`src/rtl/beat_sequencer_pkg.sv`:
```
// Shared definitions for the beat sequencer: state encoding, the idle beat marker
// and the default tempo.
package beat_sequencer_pkg;

  typedef enum logic [1:0] {
    ST_IDLE  = 2'd0,
    ST_PLAY  = 2'd1,
    ST_PAUSE = 2'd2
  } state_t;

  // Every downstream tone lookup maps this index to silence.
  localparam logic [7:0] IDLE_BEAT   = 8'hFF;
  localparam int         DEF_BEAT_HZ = 8;

endpackage

```
`src/rtl/beat_sequencer_tick_divider.sv`:
```
// Free-running clock divider; tick marks the last clock of each DIV-clock period.
module tick_divider #(
  parameter int DIV = 10
) (
  input  logic clk,
  input  logic rst_n,
  input  logic clr,
  input  logic en,
  output logic tick
);

  localparam int CW = (DIV > 1) ? $clog2(DIV) : 1;
  localparam logic [CW-1:0] LAST = CW'(DIV - 1);

  logic [CW-1:0] cnt;

  assign tick = en && (cnt == LAST);

  always_ff @(posedge clk or negedge rst_n) begin
    if (!rst_n)      cnt <= '0;
    else if (clr)    cnt <= '0;
    else if (en)     cnt <= (cnt == LAST) ? '0 : cnt + CW'(1);
  end

endmodule

```
`src/rtl/beat_sequencer.sv`:
```
// Tempo-driven beat counter: steps beatnum 0..LEN-1 once per beat period, with
// start/pause/stop control and optional looping.
module beat_sequencer
  import beat_sequencer_pkg::*;
#(
  parameter int CLK_HZ  = 100_000_000,
  parameter int BEAT_HZ = DEF_BEAT_HZ,
  parameter int LEN     = 4
) (
  input  logic       clk,
  input  logic       rst_n,
  input  logic       start,
  input  logic       pause,
  input  logic       stop,
  input  logic       loop_en,
  output logic [7:0] beatnum,
  output logic       beat_tick,
  output logic       playing,
  output logic       done
);

  localparam int DIV = CLK_HZ / BEAT_HZ;
  localparam logic [7:0] LAST_BEAT = 8'(LEN - 1);

  state_t state;
  logic   boundary;
  logic   div_en;
  logic   div_clr;

  // The divider only advances on plain PLAY cycles; any control pulse either
  // restarts it (start/stop) or holds it (pause), which keeps paused time exact.
  assign div_en  = (state == ST_PLAY) && !stop && !start && !pause;
  assign div_clr = stop || start;

  tick_divider #(.DIV(DIV)) u_div (
    .clk   (clk),
    .rst_n (rst_n),
    .clr   (div_clr),
    .en    (div_en),
    .tick  (boundary)
  );

  always_ff @(posedge clk or negedge rst_n) begin
    if (!rst_n) begin
      state     <= ST_IDLE;
      beatnum   <= IDLE_BEAT;
      beat_tick <= 1'b0;
      playing   <= 1'b0;
      done      <= 1'b0;
    end else begin
      beat_tick <= 1'b0;
      done      <= 1'b0;
      if (stop) begin
        state   <= ST_IDLE;
        beatnum <= IDLE_BEAT;
        playing <= 1'b0;
      end else if (start) begin
        state     <= ST_PLAY;
        beatnum   <= 8'd0;
        beat_tick <= 1'b1;
        playing   <= 1'b1;
      end else begin
        case (state)
          ST_PLAY: begin
            if (pause) begin
              state <= ST_PAUSE;
            end else if (boundary) begin
              if (beatnum < LAST_BEAT) begin
                beatnum   <= beatnum + 8'd1;
                beat_tick <= 1'b1;
              end else if (loop_en) begin
                beatnum   <= 8'd0;
                beat_tick <= 1'b1;
              end else begin
                state   <= ST_IDLE;
                beatnum <= IDLE_BEAT;
                playing <= 1'b0;
                done    <= 1'b1;
              end
            end
          end
          ST_PAUSE: begin
            if (pause) state <= ST_PLAY;
          end
          ST_IDLE: ;
          default: begin
            state   <= ST_IDLE;
            beatnum <= IDLE_BEAT;
            playing <= 1'b0;
          end
        endcase
      end
    end
  end

endmodule

```
`config.mk`:
```
export PLATFORM = sky130hd
export DESIGN_NAME = beat_sequencer
export DESIGN_NICKNAME = d
export VERILOG_FILES = /design/src/rtl/beat_sequencer_pkg.sv /design/src/rtl/beat_sequencer_tick_divider.sv /design/src/rtl/beat_sequencer.sv
export SDC_FILE = /design/constraint.sdc
export NUM_CORES = 1
export LEC_CHECK = 0
export BUFFER_PORTS_ARGS = -buffer_cell sky130_fd_sc_hd__buf_4
export CAP_MARGIN = 20
export CORE_UTILIZATION = 30
export DETAILED_ROUTE_END_ITERATION = 16
export GPL_ROUTABILITY_DRIVEN = 0
export PLACE_DENSITY = 0.59
export SYNTH_ARGS = -nofsm -noshare
export SYNTH_HDL_FRONTEND = slang
export SYNTH_SLANG_ARGS = --single-unit
```
`constraint.sdc`:
```
create_clock -name clk -period 1.67 [get_ports clk]
set_input_delay 0.0835 -clock clk [delete_from_list [all_inputs] [get_ports clk]]
set_output_delay 0.0835 -clock clk [all_outputs]
set_load 0.02 [all_outputs]
```
# Yosys cells after proc, flatten, opt, wreduce, memory -nomap -nowiden
# Cells that the tools add are included.
# W data, S select, Z words.
# word_totals
out_inout_bits	11
word_cells	75
inputBits	6
register_bits	37
# op_classes
add_sub_neg	2
muxes	39
order_cmp	1
n_eq_ne	13
n_reduce_logical	14
# ops
operator	n
$mux W24	3
$mux W8	6
$add A24 B1 Y24 const B	1
$eq A24 B24 Y1 const B	1
$mux W1	20
$ne A4 B4 Y1 const B	5
$pmux W8 S2	1
$ne A5 B5 Y1 const B	3
$mux W2	7
$reduce_and A5 Y1	2
$add A8 B1 Y8 const B	1
$lt A8 B2 Y1 const B	1
$pmux W2 S3	1
$logic_and A1 B1 Y1	4
$logic_not A1 Y1	3
$ne A3 B1 Y1 const B	1
$ne A3 B3 Y1 const B	1
$reduce_and A3 Y1	1
$eq A2 B1 Y1 const B	1
$eq A2 B2 Y1 const B	1
$logic_not A2 Y1	1
$pmux W1 S2	1
$reduce_bool A2 Y1	1
$reduce_or A2 Y1	1
$logic_or A1 B1 Y1	1

# Longest topological paths before layout
# Gate-level depths: netlist (run 1).
# depth
word_depth	10
ltp_mapped	7
ltp_nobuf	7

# Hierarchy
# From an unflattened synthesis (run 1), not the netlist that was laid out.
# hier_totals
hier_cells	245
area_unflattened_um2	2217.1
# by_module_without_submodules
module	seq_area_each_um2	n_inst	cells_per_inst	area_per_inst_um2
tick_divider	600.6	1	173	1485.2
beat_sequencer	335.3	1	72	732.0

# Worst setup path after synthesis (run 1)
# OpenSTA, ideal clock, no wires.
# synth_path
path_kind	reg-to-reg
start	register beatnum[0]
end	register beatnum[4]
required_ns	1.585
setup_time_ns	0.085
path_buffers	0
t_arrival_ns	1.782
stages_incl_launch_ff	8
synth_period_minus_slack_ns	1.866
path_slack_ns	-0.196
cell_sequence	dfstp_2 -> ha_1 -> nor4_4 -> a21oi_1 -> or3_4 -> o31a_1 -> clkinv_2 -> a22oi_1
# synth_via
elab_chain_cells	7
elab_cells_between_ends	8
cone_classes	1 x add/sub; 1 x order compare; 6 x mux
# synth_rtl
element	line	source
start: declaration	beat_sequencer.sv:16	output logic [7:0] beatnum,
start signal: assignment	beat_sequencer.sv:69	beatnum <= beatnum + 8'd1;
$add A8 B1 Y8 or $lt A8 B2 Y1 (tied branches)	beat_sequencer.sv:69, beat_sequencer.sv:68	
$mux W8 (*)	beat_sequencer.sv:68	if (beatnum < LAST_BEAT) begin
$mux W8 (*)	beat_sequencer.sv:67	end else if (boundary) begin
$mux W8 (*)	beat_sequencer.sv:65	if (pause) begin
$pmux W8 S2 (*)	beat_sequencer.sv:63	case (state)
$mux W8 (*)	beat_sequencer.sv:57	end else if (start) begin
$mux W8 (*)	beat_sequencer.sv:53	if (stop) begin
# Mark *: on every way between the ends. The rest lies on a longest branch, timed or not. The select of a mux whose other input is x is not followed.
# A chain may end at the register's enable or synchronous reset.

# Worst setup path in the final report (run 1)
# layout_path
start	register u_div.cnt[1]
end	register beatnum[0]
# layout_via
elab_chain_cells	4
# layout_rtl
element	line	source
start: declaration	beat_sequencer_tick_divider.sv:15	logic [CW-1:0] cnt;
start signal: assignment	beat_sequencer_tick_divider.sv:22	else if (en) cnt <= (cnt == LAST) ? '0 : cnt + CW'(1);
$eq A24 B24 Y1	beat_sequencer_tick_divider.sv:17	assign tick = en && (cnt == LAST);
$logic_and A1 B1 Y1	beat_sequencer_tick_divider.sv:17	
$ne A4 B4 Y1 (no source line)	-	
$reduce_and A3 Y1 (no source line)	-	
# Every way passes these cells.

==> results of run 1 <==
[metrics by stage]
stage / cell area (um^2) / setup WS (ns)
2_1_floorplan: 2080 / -0.0355
3_3_place_gp: 2610 / -0.0969
3_5_place_dp: 2610 / -0.137
4_1_cts: 2880 / -0.0197
5_1_grt: 3010 / -0.132
6_report: 3010 / -0.0268
[tightest hold or removal path, cell delays in order]
cell and delay, ns:
buf_4 0.10, a221oi_2 0.03, nor2_1 0.10
[flip-flops by register name (all words and copies together) (netlist names)]
register / count
beat_tick: 1
beatnum: 8
done: 1
playing: 1
state: 2
u_div.cnt: 24
[power by group through the flow]
| stage | Sequential [mW] | Clock [mW] | Combinational, mW |
|---|---|---|---|
| after floorplan | 0.988 | 0 | 0.0836 |
| after global placement | 0.962 | 0 | 0.213 |
| after detailed placement | 0.963 | 0 | 0.214 |
| after CTS | 0.946 | 0.955 | 0.226 |
| after global routing | 0.948 | 0.999 | 0.254 |
| final | 0.946 | 0.930 | 0.234 |
[final timing paths]
check / slack [ns] / to
max in group asynchronous: 1.01 / u_div.cnt[18]
setup reg to reg: -0.03 / beatnum[0]
setup / recovery: -0.03 / beatnum[0]
min in group asynchronous: 0.30 / u_div.cnt[23]
hold reg to reg: 0.49 / playing
hold / removal: 0.07 / state[0]
[cell usage in the layout (no fill, tap or decap), drive strengths merged, types with 2 or more instances in the layout]
| cell type | netlist | layout |
|---|---|---|
| nor2 | 34 | 34 |
| or4 | 2 | 2 |
| o21ai | 4 | 4 |
| dlygate4sd3 | 0 | 2 |
| o22ai | 4 | 4 |
| bufinv | 0 | 2 |
| nor3 | 8 | 8 |
| ha | 2 | 2 |
| nor4 | 7 | 7 |
| nand2b | 6 | 6 |
| xnor2 | 8 | 8 |
| a31oi | 5 | 5 |
| dfstp | 8 | 8 |
| or3 | 4 | 4 |
| inv | 4 | 5 |
| buf | 6 | 74 |
| a21o | 4 | 4 |
| xor2 | 3 | 3 |
| clkbuf | 0 | 5 |
| nor3b | 2 | 2 |
| nand3 | 9 | 9 |
| and3 | 2 | 2 |
| nor4b | 2 | 2 |
| a21oi | 14 | 15 |
| o22a | 2 | 2 |
| nand2 | 15 | 15 |
| and4 | 4 | 4 |
| dfrtp | 29 | 29 |
| nand4 | 8 | 8 |
[final cells by class]
cell class | instances | area, um^2 | area share [%]
clock buffer | 5 | 68.8 | 2.28
clock inverter | 3 | 65.1 | 2.16
inverter | 5 | 21.3 | 0.706
multi-input combinational | 164 | 1240 | 41.1
sequential | 37 | 937 | 31.1
tap | 77 | 96.3 | 3.20
timing repair buffer | 76 | 587 | 19.5
[cells by family (layout without fill, tap and decap cells)]
kind of cell	Yosys count	count (layout)	share of synthesized area, %
AOI/OAI and AO/OA	41	42	14.5
DFF	37	37	45.6
muxes	2	2	1.04
xor gates and xnor gates	11	11	4.69
buffers and inverters	11	89	2.80
and+or+nand+nor	107	107	30.2
adders and majority gates	2	2	1.22
[repair_timing]
action,4_1_cts,5_1_grt
endpoints found under the setup margin,34,34
hold endpoints to repair,30,0
pin swaps,9,20
gates cloned,1,0
resized for setup,11,24
hold buffers,2,0
setup buffers,6,5
[routing by layer]
metal	global-route usage (%)	wire length, um
met3	3.54	228
met1	21.0	2540
met5	0	0
met4	6.32	40
met2	26.5	2620
==> qor.csv, run 1 <==
metric;value;unit
status;finished with violations;
failing checks;design-rule violations, negative setup slack;
Worst-Margin Slew;0.485;ns
post-synthesis cell count;211;
Post-DP HPWL;3730;um
Post-layout nets;297;
Final period util;102;%
core region area;6490;um^2
Post-synth EDFFs;0;
Combinational Power Share;11.1;%
Max-Cap Viols;0;
worst setup margin;-0.0268;ns
Inst Count DP;345;
largest net degree at the start of global routing;38;
PwrDens;700;nW/um^2
top-count cell post-synth;nor2_1;
relative slew slack;67.6;%
DIE HEIGHT;84.8;um
Post-DRT Antenna Nets;0;
H-tree levels;2;
area leader, netlist;dfrtp_1;
total power;2.11;mW
Async S/R FF share, synth;100;%
routed length per placed instance;14.8;um
Final Setup Violations;12;
Crit path max-delay family;compound AO/OA/AOI/OAI gates;
Pleak;1.27;nW
sum of negative setup slack;-0.113;ns
largest stage delay on the critical path;0.42;ns
hold path start;start;
Starting Density;31.6;%
Worst Hold Path Cells;3;
WL final;5430;um
register area share after synthesis;45.6;%
DR vias/cell;5.15;
die area;7180;um^2
Seq cells post-synth;37;
Worst Clk Skew;0.00780;ns
switching share of power;23.0;%
Area growth syn-to-layout;46.7;%
worst vdd ir;393;uV
Crit-path slowest cell;a221o_1;
die width;84.8;um
critical path launch point type;register;
Critical Path RT;1.90;ns
Worst-path clk slew;0.08;ns
Max Fclk;0.589;GHz
max-slew violation count;0;
crit path capture type;register;
worst r2r src;u_div.cnt[1];
Pre-antenna DRT Iters;10;
Clock Power Share;44.1;%
worst path buffer plus inverter count;2;
DRC Markers;5;
cts bufs inserted;5;
gr usage total;16.3;%
clock root cell;clkbuf_8;
synth unique cells;53;
WP depth;7;
remaining global-route overflow;0;
row count;29;
clock buffer depth;2;
drt initial violations;70;
worst setup path class;reg2reg;
Sequential Power Share;44.8;%
worst-case reg-to-reg path depth;7;
clk sinks;37;
Internal;1.62;mW
Synth top area share;35.3;%
Cell Chain, Critical Path;ha_2, nand4_1, buf_6, nor4b_4, a221o_1, buf_4, o22a_1;
switching power;0.485;mW
RSZ-0062 raised after global routing;yes;
CTS tree;done;
CP max FO;5;
Ports;17;
Top FF cell, synth;dfrtp_1;
Hold Path Class;in2reg;
Clock Latency Late Sink;0.29;ns
Post-synth top cells;31 x nor2_1, 29 x dfrtp_1, 14 x nand2_1;
first-pass GRT wire length;9030;um
worst hold slack;0.0726;ns
number of global-route vias before repair;1878;
Synth Area per Inst;9.74;um^2
Arr. time, crit path;1.93;ns
filler cell count;631;
share of cells above drive strength 1;46.9;%
CP startpoint;u_div.cnt[1];
Synth Net Count;219;
Vias;1889;
area of the mapped netlist;2050;um^2
Buffers on Ports;16;
Synth warnings;0;
final std cells w/o fill;367;
ant diodes;0;
ranking of synthesized cells by area;dfrtp_1 35%, dfstp_2 10%, nor2_1 5.7%;
antenna violations before repair;0;
final core area utilization;46.4;%
Final Hold Vio Count;0;
post-route minimum period;1.70;ns
No activity file was read; power rests on OpenSTA's default activity.
==> run 2: changes to the inputs <==
==> constraint.sdc (replaced) <==
create_clock -name clk -period 1.5 [get_ports clk]
set_input_delay 0.075 -clock clk [delete_from_list [all_inputs] [get_ports clk]]
set_output_delay 0.075 -clock clk [all_outputs]
set_load 0.02 [all_outputs]
==> qor.csv, run 2 (same netlist as run 1, synthesis figures left out) <==
metric;value;unit
status;finished with violations;
failing checks;design-rule violations, negative setup slack;
Critical Path RT;1.71;ns
RSZ-0062 raised after global routing;yes;
largest stage delay on the critical path;0.39;ns
Pre-antenna DRT Iters;12;
PwrDens;691;nW/um^2
max reg flops;24;
most frequent cells in the layout;77 x buf_4, 28 x dfrtp_1, 21 x nor2_1, 13 x nand2_1, 12 x buf_6;
Area growth syn-to-layout;59.4;%
filler cell count;586;
relative slew slack;67.9;%
Largest Register;u_div.cnt;
Worst Clk Skew;0.0173;ns
worst path buffer plus inverter count;1;
Hold Path Class;in2reg;
hold path start;stop;
Worst Hold Path Cells;3;
CTS tree;done;
post-route minimum period;1.72;ns
Pleak;1.41;nW
gr usage total;17.0;%
Max-Cap Viols;0;
largest net degree at the start of global routing;38;
Post-DRT Antenna Nets;0;
antenna violations before repair;0;
Register Area;937;um^2
worst vdd ir;344;uV
Post-DP HPWL;3850;um
crit path capture type;register;
Buffers on Ports;16;
Ports;17;
Final period util;115;%
DRC Markers;5;
Multi-input gate area;1370;um^2
Starting Density;31.6;%
worst-case reg-to-reg path depth;7;
max-slew violation count;0;
routed length per placed instance;14.9;um
Crit path max-delay family;simple AND/OR/NAND/NOR gates;
worst setup path class;reg2reg;
first-pass GRT wire length;9550;um
clock root cell;clkbuf_8;
Cell Chain, Critical Path;ha_4, nor4_4, a21oi_2, or3_4, o31a_1, clkinv_2, a22oi_2;
Crit-path slowest cell;dfstp_2;
critical path launch point type;register;
DIE HEIGHT;84.8;um
Worst-path clk slew;0.08;ns
total power;2.26;mW
CP max FO;8;
Max Fclk;0.582;GHz
die area;7180;um^2
core region area;6490;um^2
Clock Latency Late Sink;0.29;ns
Vias;1956;
worst r2r src;beatnum[1];
R2R Setup Slk;-0.22;ns
Critical R2R Capture;beatnum[4];
Final Setup Violations;35;
row count;29;
DR vias/cell;5.12;
Place WS;-0.258;ns
Worst-Margin Slew;0.482;ns
commonest non-fill, non-tap cell in the layout;buf_4;
share of cells above drive strength 1;56.4;%
Arr. time, crit path;1.93;ns
final core area utilization;50.4;%
worst setup margin;-0.218;ns
worst hold slack;0.0440;ns
clk sinks;37;
number of global-route vias before repair;1962;
Hold Path Sink;state[0];
ant diodes;0;
clock buffer depth;2;
cts bufs inserted;5;
Final Hold Vio Count;0;
WL final;5700;um
Post-layout nets;312;
drt initial violations;98;
biggest regs;u_div.cnt (24), beatnum (8), state (2);
H-tree levels;2;
remaining global-route overflow;0;
die width;84.8;um
[run 2: where the power goes]
| part | internal [mW] | switching, mW | total, mW | leakage [nW] |
|---|---|---|---|---|
| sequential | 1.03 | 0.0171 | 1.05 | 0.484 |
| clock | 0.543 | 0.363 | 0.906 | 0.0585 |
| combinational | 0.146 | 0.161 | 0.307 | 0.870 |
| total | 1.72 | 0.542 | 2.26 | 1.41 |
[run 2: final cells by class]
class	count	share of cell area, %
inverters	5	0.611
repair buffers	91	22.5
multi-input cells	164	41.7
flip-flops and latches	37	28.6
clock inverters	1	0.917
well taps	77	2.94
clock buffers	7	2.64
[run 2: worst max path at each step]
stage	start	slack, ns	cells after the start	end
after floorplan	u_div.cnt[0]	-0.21	6	u_div.cnt[0]
after global placement	u_div.cnt[16]	-0.27	5	playing
after detailed placement	u_div.cnt[16]	-0.26	5	playing
after CTS	beatnum[1]	-0.22	7	beatnum[4]
after global routing	beatnum[1]	-0.31	7	beatnum[6]
final	beatnum[1]	-0.22	7	beatnum[4]
[run 2: repair_timing]
item                       CTS  global route
resized for setup           40            34
cloned                       1             0
hold buffers                 1             0
setup buffers                6             4
hold endpoints to repair    29             0
pin swaps                   39            14
setup endpoints to repair   35            35
[run 2: per-layer routing]
| metal | track usage, % | part of all wire (%) |
|---|---|---|
| met5 | 0 | 0 |
| met4 | 4.16 | 1.4 |
| met3 | 3.44 | 2.7 |
| met2 | 28.8 | 50 |
| met1 | 22.1 | 46 |
[run 2: through the flow]
stage	cells	cell area, um^2	TNS [ns]
global placement	362	2740	-7.33
floorplan	211	2080	-5.60
detailed placement	362	2740	-7.24
CTS	378	3100	-5.02
global route	382	3280	-7.55
finish	382	3280	-4.95
[run 2: worst min-delay path, cell delays in order]
cell and delay (ns):
buf_4 0.08, buf_4 0.11, nor2_1 0.04
==> run 3: changes to the inputs <==
--- a/config.mk
+++ b/config.mk
@@ -7,10 +7,10 @@
 export LEC_CHECK = 0
 export BUFFER_PORTS_ARGS = -buffer_cell sky130_fd_sc_hd__buf_4
 export CAP_MARGIN = 20
-export CORE_UTILIZATION = 30
+export CORE_UTILIZATION = 46
 export DETAILED_ROUTE_END_ITERATION = 16
 export GPL_ROUTABILITY_DRIVEN = 0
-export PLACE_DENSITY = 0.59
+export PLACE_DENSITY = 0.78
 export SYNTH_ARGS = -nofsm -noshare
 export SYNTH_HDL_FRONTEND = slang
 export SYNTH_SLANG_ARGS = --single-unit
==> constraint.sdc (replaced) <==
create_clock -name clk -period 1.5 [get_ports clk]
set_input_delay 0.3 -clock clk [delete_from_list [all_inputs] [get_ports clk]]
set_output_delay 0.3 -clock clk [all_outputs]
set_load 0.02 [all_outputs]
==> qor.csv, run 3 (same netlist as run 1, synthesis figures left out) <==
metric;value;unit
commonest non-fill, non-tap cell in the layout;buf_4;
Final period util;123;%
worst-case reg-to-reg path depth;8;
Vias;2112;
PwrDens;658;nW/um^2
worst path buffer plus inverter count;2;
Buffers on Ports;16;
share of cells above drive strength 1;52.6;%
Clock Latency Late Sink;0.30;ns
number of global-route vias before repair;2064;
clock buffer depth;2;
Worst Clk Skew;0.0108;ns
Worst Hold Path Cells;3;
die area;4740;um^2
critical path launch point type;register;
status;finished with violations;
Hold Path Sink;state[0];
gr usage total;28.0;%
Max Fclk;0.544;GHz
cts bufs inserted;5;
drt initial violations;138;
Hold Path Class;in2reg;
biggest regs;u_div.cnt (24), beatnum (8), state (2);
remaining global-route overflow;0;
met3 usage;5.76;%
Post-DRT Antenna Nets;0;
most crowded layer after global routing;met2;
row count;23;
max reg flops;24;
Critical Path RT;1.73;ns
Post-DP HPWL;3800;um
core region area;4140;um^2
Worst-path clk slew;0.08;ns
Pre-antenna DRT Iters;4;
crit path capture type;register;
largest stage delay on the critical path;0.39;ns
largest net degree at the start of global routing;38;
worst r2r src;u_div.cnt[0];
Area growth syn-to-layout;54.7;%
Post-layout nets;317;
sum of negative setup slack;-8.71;ns
WL final;6570;um
CTS tree;done;
DR vias/cell;5.87;
Starting Density;49.6;%
Worst-Margin Slew;0.480;ns
met1 usage;31.9;%
CP max FO;8;
Cell Chain, Critical Path;ha_2, nand4_1, buf_4, nor2_4, nand2_1, o31a_1, inv_4, a21oi_2;
H-tree levels;2;
DIE HEIGHT;68.8;um
antenna violations before repair;0;
hold path start;stop;
worst hold slack;0.276;ns
worst vdd ir;717;uV
Crit-path slowest cell;dfrtp_1;
Crit path max-delay family;simple AND/OR/NAND/NOR gates;
Max-Cap Viols;0;
most frequent cells in the layout;84 x buf_4, 29 x dfrtp_1, 25 x nor2_1, 12 x nand2_1, 10 x buf_6;
final std cells w/o fill;360;
clock root cell;clkbuf_8;
Final Hold Vio Count;0;
final core area utilization;76.7;%
worst setup margin;-0.339;ns
clk sinks;37;
Critical R2R Capture;beatnum[1];
R2R Setup Slk;-0.34;ns
Final Setup Violations;35;
Largest Register;u_div.cnt;
routed length per placed instance;18.2;um
Pleak;1.38;nW
max-slew violation count;0;
post-route minimum period;1.84;ns
Inst Count DP;334;
Arr. time, crit path;2.06;ns
first-pass GRT wire length;9360;um
die width;68.8;um
ant diodes;0;
DRC Markers;0;
RSZ-0062 raised after global routing;yes;
worst setup path class;reg2reg;
M2 GR Usage;50.7;%
relative slew slack;68.0;%
failing checks;negative setup slack;
Ports;17;
[run 3: cell types whose count changed in the layout (fill, tap and decap cells not counted), moves of 3 or more]
cell and change:
o22ai_1 +3, nor3_2 +3, nor2_1 +4, a21oi_2 -5, nor2_4 -3, o22ai_2 -3, a21oi_1 +5, buf_4 +7
[run 3: routing by layer]
layer  vias up  part of all wire [%]  routed length, um
met1      1005                    38               2500
li1        971                     -                  -
met4         0                   5.1                333
met5         -                     0                  0
met3        28                   5.8                380
met2       108                    51               3360
[run 3: repair_timing]
action                                  4_1_cts  5_1_grt
endpoints found under the setup margin       35       35
setup buffers                                 5       12
pin swaps                                    22       15
resized for setup                            28       25
hold buffers                                  1        0
cloned                                        1        0
endpoints found under the hold margin        29        0
[run 3: power breakdown]
part,switching [mW],internal (mW),total (mW)
registers,0.0183,1.03,1.05
logic,0.164,0.142,0.306
clock network,0.360,0.375,0.735
total,0.543,1.55,2.09
[run 3: per-stage QoR]
step / area (um^2) / setup slack (ns) / power [mW]
after floorplan: 2080 / -0.206 / 1.19
after global placement: 2700 / -0.202 / 1.33
after detailed placement: 2700 / -0.320 / 1.34
after CTS: 2990 / -0.218 / 2.07
after global routing: 3180 / -0.435 / 2.16
final: 3180 / -0.339 / 2.09
[run 3: layout make-up]
class	count	area, um^2
inverters	5	21.3
repair buffers	96	773
well taps	50	62.6
flip-flops and latches	37	936
fillers	252	966
multi-input cells	164	1290
clock buffers	8	90.1
[run 3: worst max path at each step]
stage                  startpoint      endpoint  slack [ns]  cells after the start
finish               u_div.cnt[0]    beatnum[1]       -0.34                      8
global route         u_div.cnt[0]    beatnum[4]       -0.44                      8
CTS                 u_div.cnt[22]    beatnum[4]       -0.22                      6
detailed placement   u_div.cnt[8]  u_div.cnt[7]       -0.32                      5
global placement     u_div.cnt[1]  u_div.cnt[8]       -0.20                      6
floorplan            u_div.cnt[0]  u_div.cnt[0]       -0.21                      6
[run 3: worst register-to-register path: stages (launching register included)]
cell and delay (ns):
dfrtp_1 0.39, ha_2 0.21, nand4_1 0.15, buf_4 0.19
nor2_4 0.17, nand2_1 0.11, o31a_1 0.35, inv_4 0.13
a21oi_2 0.07
